[config.mk]
export PLATFORM = sky130hd
export DESIGN_NAME = ddr_io_stress_engine
export DESIGN_NICKNAME = d
export VERILOG_FILES = /design/src/rtl/ddr_io_stress_engine.sv
export SDC_FILE = /design/constraint.sdc
export NUM_CORES = 1
export LEC_CHECK = 0
export CAP_MARGIN = 5
export CORE_ASPECT_RATIO = 1.2
export CORE_UTILIZATION = 35
export CTS_CLUSTER_SIZE = 20
export DETAILED_ROUTE_END_ITERATION = 6
export HOLD_SLACK_MARGIN = 0.05
export SETUP_SLACK_MARGIN = 0.2
export SYNTH_ARGS = -nofsm -noshare
export SYNTH_HDL_FRONTEND = slang
export SYNTH_SLANG_ARGS = --single-unit
[constraint.sdc]
create_clock -name SYS_CLK -period 2.21 [get_ports SYS_CLK]
set_input_delay 0.5525 -clock SYS_CLK [delete_from_list [all_inputs] [get_ports SYS_CLK]]
set_output_delay 0.5525 -clock SYS_CLK [all_outputs]
set_load 0.01 [all_outputs]
[src/rtl/ddr_io_stress_engine.sv]
// Patterned DDR write-burst engine for I/O bring-up, driving ODDR D0/D1 pins in the PLL clock domain.
// Define DDR_STRESS_CHECK_EN to include the loopback checker, DRAIN state and error status.
module ddr_io_stress_engine #(
  parameter int DQ_WIDTH   = 16,
  parameter int BURST_LEN  = 8,
  parameter int NUM_BURSTS = 4,
  parameter int TURNAROUND = 2,
  parameter int LOOP_LAT   = 3
) (
  input  logic                          SYS_CLK,
  input  logic                          RESET_N,
  input  logic                          pll_locked,
  input  logic                          start,
  input  logic [1:0]                    mode,
  input  logic [DQ_WIDTH-1:0]           dq_q0,
  input  logic [DQ_WIDTH-1:0]           dq_q1,
  output logic [DQ_WIDTH-1:0]           dq_d0,
  output logic [DQ_WIDTH-1:0]           dq_d1,
  output logic [DQ_WIDTH/8-1:0]         dq_oe,
  output logic [DQ_WIDTH/8-1:0]         dqs_d0,
  output logic [DQ_WIDTH/8-1:0]         dqs_d1,
  output logic                          ck_d0,
  output logic                          ck_d1,
  output logic                          cke,
  output logic                          busy,
  output logic                          done,
  output logic                          pass,
  output logic [15:0]                   err_count,
  output logic [DQ_WIDTH/8-1:0]         err_lane
);

  localparam int LANES = DQ_WIDTH / 8;
  localparam logic [7:0] BL_LAST = 8'(BURST_LEN - 1);
  localparam logic [7:0] LL_LAST = 8'(LOOP_LAT - 1);
  localparam logic [7:0] TA_LAST = 8'(TURNAROUND - 1);
  localparam logic [7:0] NB_LAST = 8'(NUM_BURSTS - 1);
  localparam logic [DQ_WIDTH-1:0] ONE   = DQ_WIDTH'(1);
  localparam logic [DQ_WIDTH-1:0] TWO   = DQ_WIDTH'(2);
  localparam logic [DQ_WIDTH-1:0] ALT_5 = {LANES{8'h55}};
  localparam logic [DQ_WIDTH-1:0] ALT_A = {LANES{8'hAA}};
  localparam logic [30:0] PRBS_SEED = 31'h7FFF_FFFF;

  typedef enum logic [2:0] {IDLE, PRE, BURST, DRAIN, TURN} state_t;

  state_t              state;
  logic [7:0]          cyc;
  logic [7:0]          burst_cnt;
  logic [1:0]          run_mode;
  logic [DQ_WIDTH-1:0] k_cnt;
  logic [DQ_WIDTH-1:0] walk;
  logic [30:0]         prbs;
  logic [30:0]         prbs_1;
  logic [30:0]         prbs_2;
  logic [DQ_WIDTH-1:0] w0;
  logic [DQ_WIDTH-1:0] w1;
  logic                accept;
  logic                lock_drop;

  function automatic logic [30:0] prbs_step(input logic [30:0] s);
    return {s[29:0], s[30] ^ s[27]};
  endfunction

  assign accept    = (state == IDLE) && start && pll_locked;
  assign lock_drop = (state != IDLE) && !pll_locked;

  // Word pair W[k], W[k+1] for the current index; every generator advances in lockstep.
  always_comb begin
    prbs_1 = prbs_step(prbs);
    prbs_2 = prbs_step(prbs_1);
    w0 = '0;
    w1 = '0;
    case (run_mode)
      2'b00: begin
        w0 = k_cnt;
        w1 = k_cnt + ONE;
      end
      2'b01: begin
        w0 = walk;
        w1 = {walk[DQ_WIDTH-2:0], walk[DQ_WIDTH-1]};
      end
      2'b10: begin
        w0 = ALT_5;
        w1 = ALT_A;
      end
      default: begin
        w0 = prbs[DQ_WIDTH-1:0];
        w1 = prbs_1[DQ_WIDTH-1:0];
      end
    endcase
  end

  always_ff @(posedge SYS_CLK or negedge RESET_N) begin
    if (!RESET_N) begin
      state     <= IDLE;
      cyc       <= '0;
      burst_cnt <= '0;
      run_mode  <= '0;
      k_cnt     <= '0;
      walk      <= ONE;
      prbs      <= PRBS_SEED;
      dq_d0     <= '0;
      dq_d1     <= '0;
      dq_oe     <= '0;
      dqs_d0    <= '0;
      dqs_d1    <= '0;
      ck_d0     <= 1'b0;
      ck_d1     <= 1'b0;
      cke       <= 1'b0;
      busy      <= 1'b0;
      done      <= 1'b0;
      pass      <= 1'b0;
    end else begin
      ck_d0  <= pll_locked;
      ck_d1  <= 1'b0;
      cke    <= pll_locked;
      done   <= 1'b0;
      dqs_d1 <= '0;
      if (lock_drop) begin
        state  <= IDLE;
        busy   <= 1'b0;
        done   <= 1'b1;
        pass   <= 1'b0;
        dq_oe  <= '0;
        dqs_d0 <= '0;
        dq_d0  <= '0;
        dq_d1  <= '0;
      end else begin
        case (state)
          IDLE: begin
            if (accept) begin
              state     <= PRE;
              busy      <= 1'b1;
              pass      <= 1'b0;
              cyc       <= '0;
              burst_cnt <= '0;
              run_mode  <= mode;
              k_cnt     <= '0;
              walk      <= ONE;
              prbs      <= PRBS_SEED;
              dq_oe     <= '1;
              dqs_d0    <= '0;
              dq_d0     <= '0;
              dq_d1     <= '0;
            end
          end
          PRE, BURST: begin
            if (state == BURST && cyc == BL_LAST) begin
              cyc    <= '0;
              dq_oe  <= '0;
              dqs_d0 <= '0;
              dq_d0  <= '0;
              dq_d1  <= '0;
`ifdef DDR_STRESS_CHECK_EN
              state  <= DRAIN;
`else
              state  <= TURN;
`endif
            end else begin
              state  <= BURST;
              cyc    <= (state == PRE) ? 8'd0 : cyc + 8'd1;
              dq_oe  <= '1;
              dqs_d0 <= '1;
              dq_d0  <= w0;
              dq_d1  <= w1;
              k_cnt  <= k_cnt + TWO;
              walk   <= {walk[DQ_WIDTH-3:0], walk[DQ_WIDTH-1:DQ_WIDTH-2]};
              prbs   <= prbs_2;
            end
          end
`ifdef DDR_STRESS_CHECK_EN
          DRAIN: begin
            if (cyc == LL_LAST) begin
              state <= TURN;
              cyc   <= '0;
            end else begin
              cyc <= cyc + 8'd1;
            end
          end
`endif
          TURN: begin
            if (cyc != TA_LAST) begin
              cyc <= cyc + 8'd1;
            end else if (burst_cnt == NB_LAST) begin
              state <= IDLE;
              busy  <= 1'b0;
              done  <= 1'b1;
              pass  <= (err_count == 16'd0);
            end else begin
              state     <= PRE;
              cyc       <= '0;
              burst_cnt <= burst_cnt + 8'd1;
              dq_oe     <= '1;
            end
          end
          default: state <= IDLE;
        endcase
      end
    end
  end

`ifdef DDR_STRESS_CHECK_EN
  logic [LOOP_LAT-1:0] exp_v;
  logic [DQ_WIDTH-1:0] exp0 [LOOP_LAT];
  logic [DQ_WIDTH-1:0] exp1 [LOOP_LAT];
  logic [LANES-1:0]    lane_mis;

  always_comb begin
    lane_mis = '0;
    for (int j = 0; j < LANES; j++) begin
      lane_mis[j] = |((dq_q0[8*j +: 8] ^ exp0[LOOP_LAT-1][8*j +: 8]) |
                      (dq_q1[8*j +: 8] ^ exp1[LOOP_LAT-1][8*j +: 8]));
    end
  end

  // Expected pipeline is fed from the registered pins, so its tail lines up with loopback data.
  always_ff @(posedge SYS_CLK or negedge RESET_N) begin
    if (!RESET_N) begin
      exp_v     <= '0;
      err_count <= '0;
      err_lane  <= '0;
      for (int i = 0; i < LOOP_LAT; i++) begin
        exp0[i] <= '0;
        exp1[i] <= '0;
      end
    end else begin
      exp0[0] <= dq_d0;
      exp1[0] <= dq_d1;
      for (int i = 1; i < LOOP_LAT; i++) begin
        exp0[i] <= exp0[i-1];
        exp1[i] <= exp1[i-1];
      end
      if (lock_drop) begin
        exp_v <= '0;
      end else begin
        exp_v[0] <= dqs_d0[0];
        for (int i = 1; i < LOOP_LAT; i++) exp_v[i] <= exp_v[i-1];
      end
      if (accept) begin
        err_count <= '0;
        err_lane  <= '0;
      end else if (!lock_drop && exp_v[LOOP_LAT-1] && (|lane_mis)) begin
        err_lane <= err_lane | lane_mis;
        if (err_count != 16'hFFFF) err_count <= err_count + 16'd1;
      end
    end
  end
`else
  logic unused_loopback;
  assign unused_loopback = ^{dq_q0, dq_q1};
  assign err_count = '0;
  assign err_lane  = '0;
`endif

endmodule

==> impl_metrics.toml <==
[global_routing]
grt_pass1_wl_um = 25100
grt_use_total_pct = 19.1
grt_pass1_vias = 4864
overflow = 0
antenna_found_initial = 1
grt_max_degree = 47

[placed_design]
io_buffers = 46
dpl.hpwl_um = 9550
placed_cell_area_um2 = 6720
pre_cts_ws_ps = -160
place_congestion = 0.805

[floorplan]
die_x_um = 120
dieArea_um2 = 17200
rows = 51
core_area_um2 = 16300
initial_utilization_pct = 35.9
die_y_um = 144
io_pins = 100

[route]
vias = 4795
drt-initial-drc-count = 403
via_per_inst = 5.47
wirelength_um = 15600
ant_nets = 0
wl_per_cell_um = 17.8
route.detailed.drc = 0
dr.pass1.iters = 4

[flow_run]
maxCapViolCount = 0

[timing]
timing.final.crit_share_pct = 102
final.setup.worst_slack_ps = -53.2
setup-violations-final = 33
rsz0062_at_grt = "yes"
fmax_ghz = 0.442
fin_worst_skew_ps = 10.3
maxSlewHeadroom_pct = 54.2
setup_tns_ps = -956
worst_slew_pin_slew_ps = 681
drv_slew = 0
min_period_ps = 2260
hold_violations = 0

[yosys]
synth_area_um2 = 5850
syn_area_per_cell_um2 = 10.6
synthDistinctLibCells = 53
synth_most_common_cell = "dfrtp_1"
synth.area.top_cells = "dfrtp_1, dfstp_2, a22o_1"
synth_warnings = 0
synth.largest_area_cell = "dfrtp_1"
synth_edf_count = 0
synthArstFlopShare_pct = 100
ys_seq_area_share_pct = 52.5
synth_top_area_share_pct = 38.1
synthFlopType = "dfrtp_1"
synth_commonest_cells = "dfrtp_1, o21ai_0, a22o_1, dfstp_2, o22a_1"
synthCells = 551
ys_seq_elements = 121

[layout]
stdcell_area_um2 = 8090
regArea_um2 = 3070
nFillCells = 1445
antenna_cells = 0
area_growth_pct = 38.3
finalNetCount = 695
layout-drive-gt1-share_pct = 28.0
multiInputGateArea_um2 = 2660

[power]
p_leak_nw = 3.41
powerDensity_nw_per_um2 = 796
vdd_drop_max_uv = 522

[clock_network]
clk_latency_ps = 420
clock_sinks = 121
cts_buffer_depth = 2
clkTransAtPathRegs_ps = 60
h-tree-depth = 4
tritoncts = "built"
root_buffer = "clkbuf_16"
cts_buffers = 17

[worst_setup_path]
cp-startpoint = "cyc[7]"
cp-end-kind = "flip-flop"
crit_type = "reg2reg"
cp_max_fo = 8
start_kind = "flip-flop"
critical_path_required_ps = 2560
arrival_ps = 2620
r2r-start = "cyc[7]"

[outcome]
status = "finished with violations"
violations = "negative setup slack"

[hold_path]
hp-class = "in2async"
==> critical path, cell delays in order, from the launching register on <==
cell,delay (ps)
dfrtp_1,380
or4_4,570
or3_4,380
o21a_4,250
buf_6,130
or4_1,410
nand2_1,80
==> state kept, by name, summed over array words and instances, names as in the netlist, 2 cells and up <==
name,cells
burst_cnt,8
cyc,8
dq_d0,16
dq_d1,16
k_cnt,15
prbs,31
run_mode,2
state,3
walk,16
==> cell families (layout without fill, tap and decap cells) <==
family | Yosys count | count (layout) | synth area share [%]
other | 1 | 21 | 0.0641
multiplexers | 17 | 17 | 2.95
AO/OA/AOI/OAI | 172 | 172 | 21.3
XOR/XNOR | 13 | 13 | 1.95
flip-flops | 121 | 121 | 52.5
buffers and inverters | 84 | 178 | 7.40
AND/OR/NAND/NOR | 138 | 138 | 12.8
adder cells (fa/ha/maj) | 5 | 5 | 1.03
==> path summary, 6_finish.rpt <==
path | to | cells after the start | slack, ps
worst max-delay path | burst_cnt[4] | 6 | -50
worst min-delay path | dq_d1[6] | 1 | 160
worst max register to register | burst_cnt[4] | 6 | -50
worst min register to register | dq_d1[1] | 2 | 480
max in group asynchronous | prbs[18] | 2 | 1380
min in group SYS_CLK | dq_d1[1] | 2 | 480
==> where the power goes <==
group	internal (mW)	total (mW)	switching (mW)
sequential	2.37	2.50	0.129
combinational	0.525	1.10	0.576
clock	1.88	2.84	0.961
==> cell usage in the layout, fill, tap and decap left out, types with 8 or more instances in the layout <==
master,n
inv_1,20
clkbuf_16,20
dfrtp_1,89
xnor2_1,13
clkdlybuf4s50_1,45
dfstp_2,32
o21ai_0,40
a21oi_1,16
buf_6,16
buf_4,44
o22a_1,30
buf_12,10
a32o_1,15
a22o_1,38
mux2i_1,15
nand3_1,12
conb_1,21
nand2_1,24
nor2_1,20
and3_1,8
or3_1,13
==> stage by stage <==
stage                     power [mW]  cells  hold slack, ps  util (%)
after global placement          3.42    815             479      41.3
after global routing            6.70    877             206      49.7
after floorplan                 3.05    571             257         -
after detailed placement        3.44    815             481      41.3
after CTS                       6.44    869             169      48.5
final                           6.44    877             161      49.7
==> what timing repair did <==
item                       CTS  global route
hold buffers                 0             0
setup endpoints to repair  110           112
setup buffers               16             6
gates cloned                 7             2
pin swaps                   23            30
resized for setup           64            26
==> layer usage <==
metal / up-vias / global-route usage, % / wire length (um)
met2: 119 / 32.1 / 7810
met1: 2443 / 23.2 / 6790
met3: 24 / 4.84 / 655
li1: 2209 / - / -
met4: 0 / 7.96 / 316
met5: - / 0 / 0
==> layout make-up <==
| class | count | area share (%) |
|---|---|---|
| clock buffers | 23 | 6.03 |
| well taps | 212 | 3.28 |
| clock inverters | 8 | 1.45 |
| multi-input cells | 366 | 32.8 |
| repair buffers | 124 | 16.9 |
| flip-flops and latches | 121 | 37.9 |
| inverters | 21 | 1.18 |
| repair inverters | 2 | 0.449 |
(Power assumes the default switching activity.)
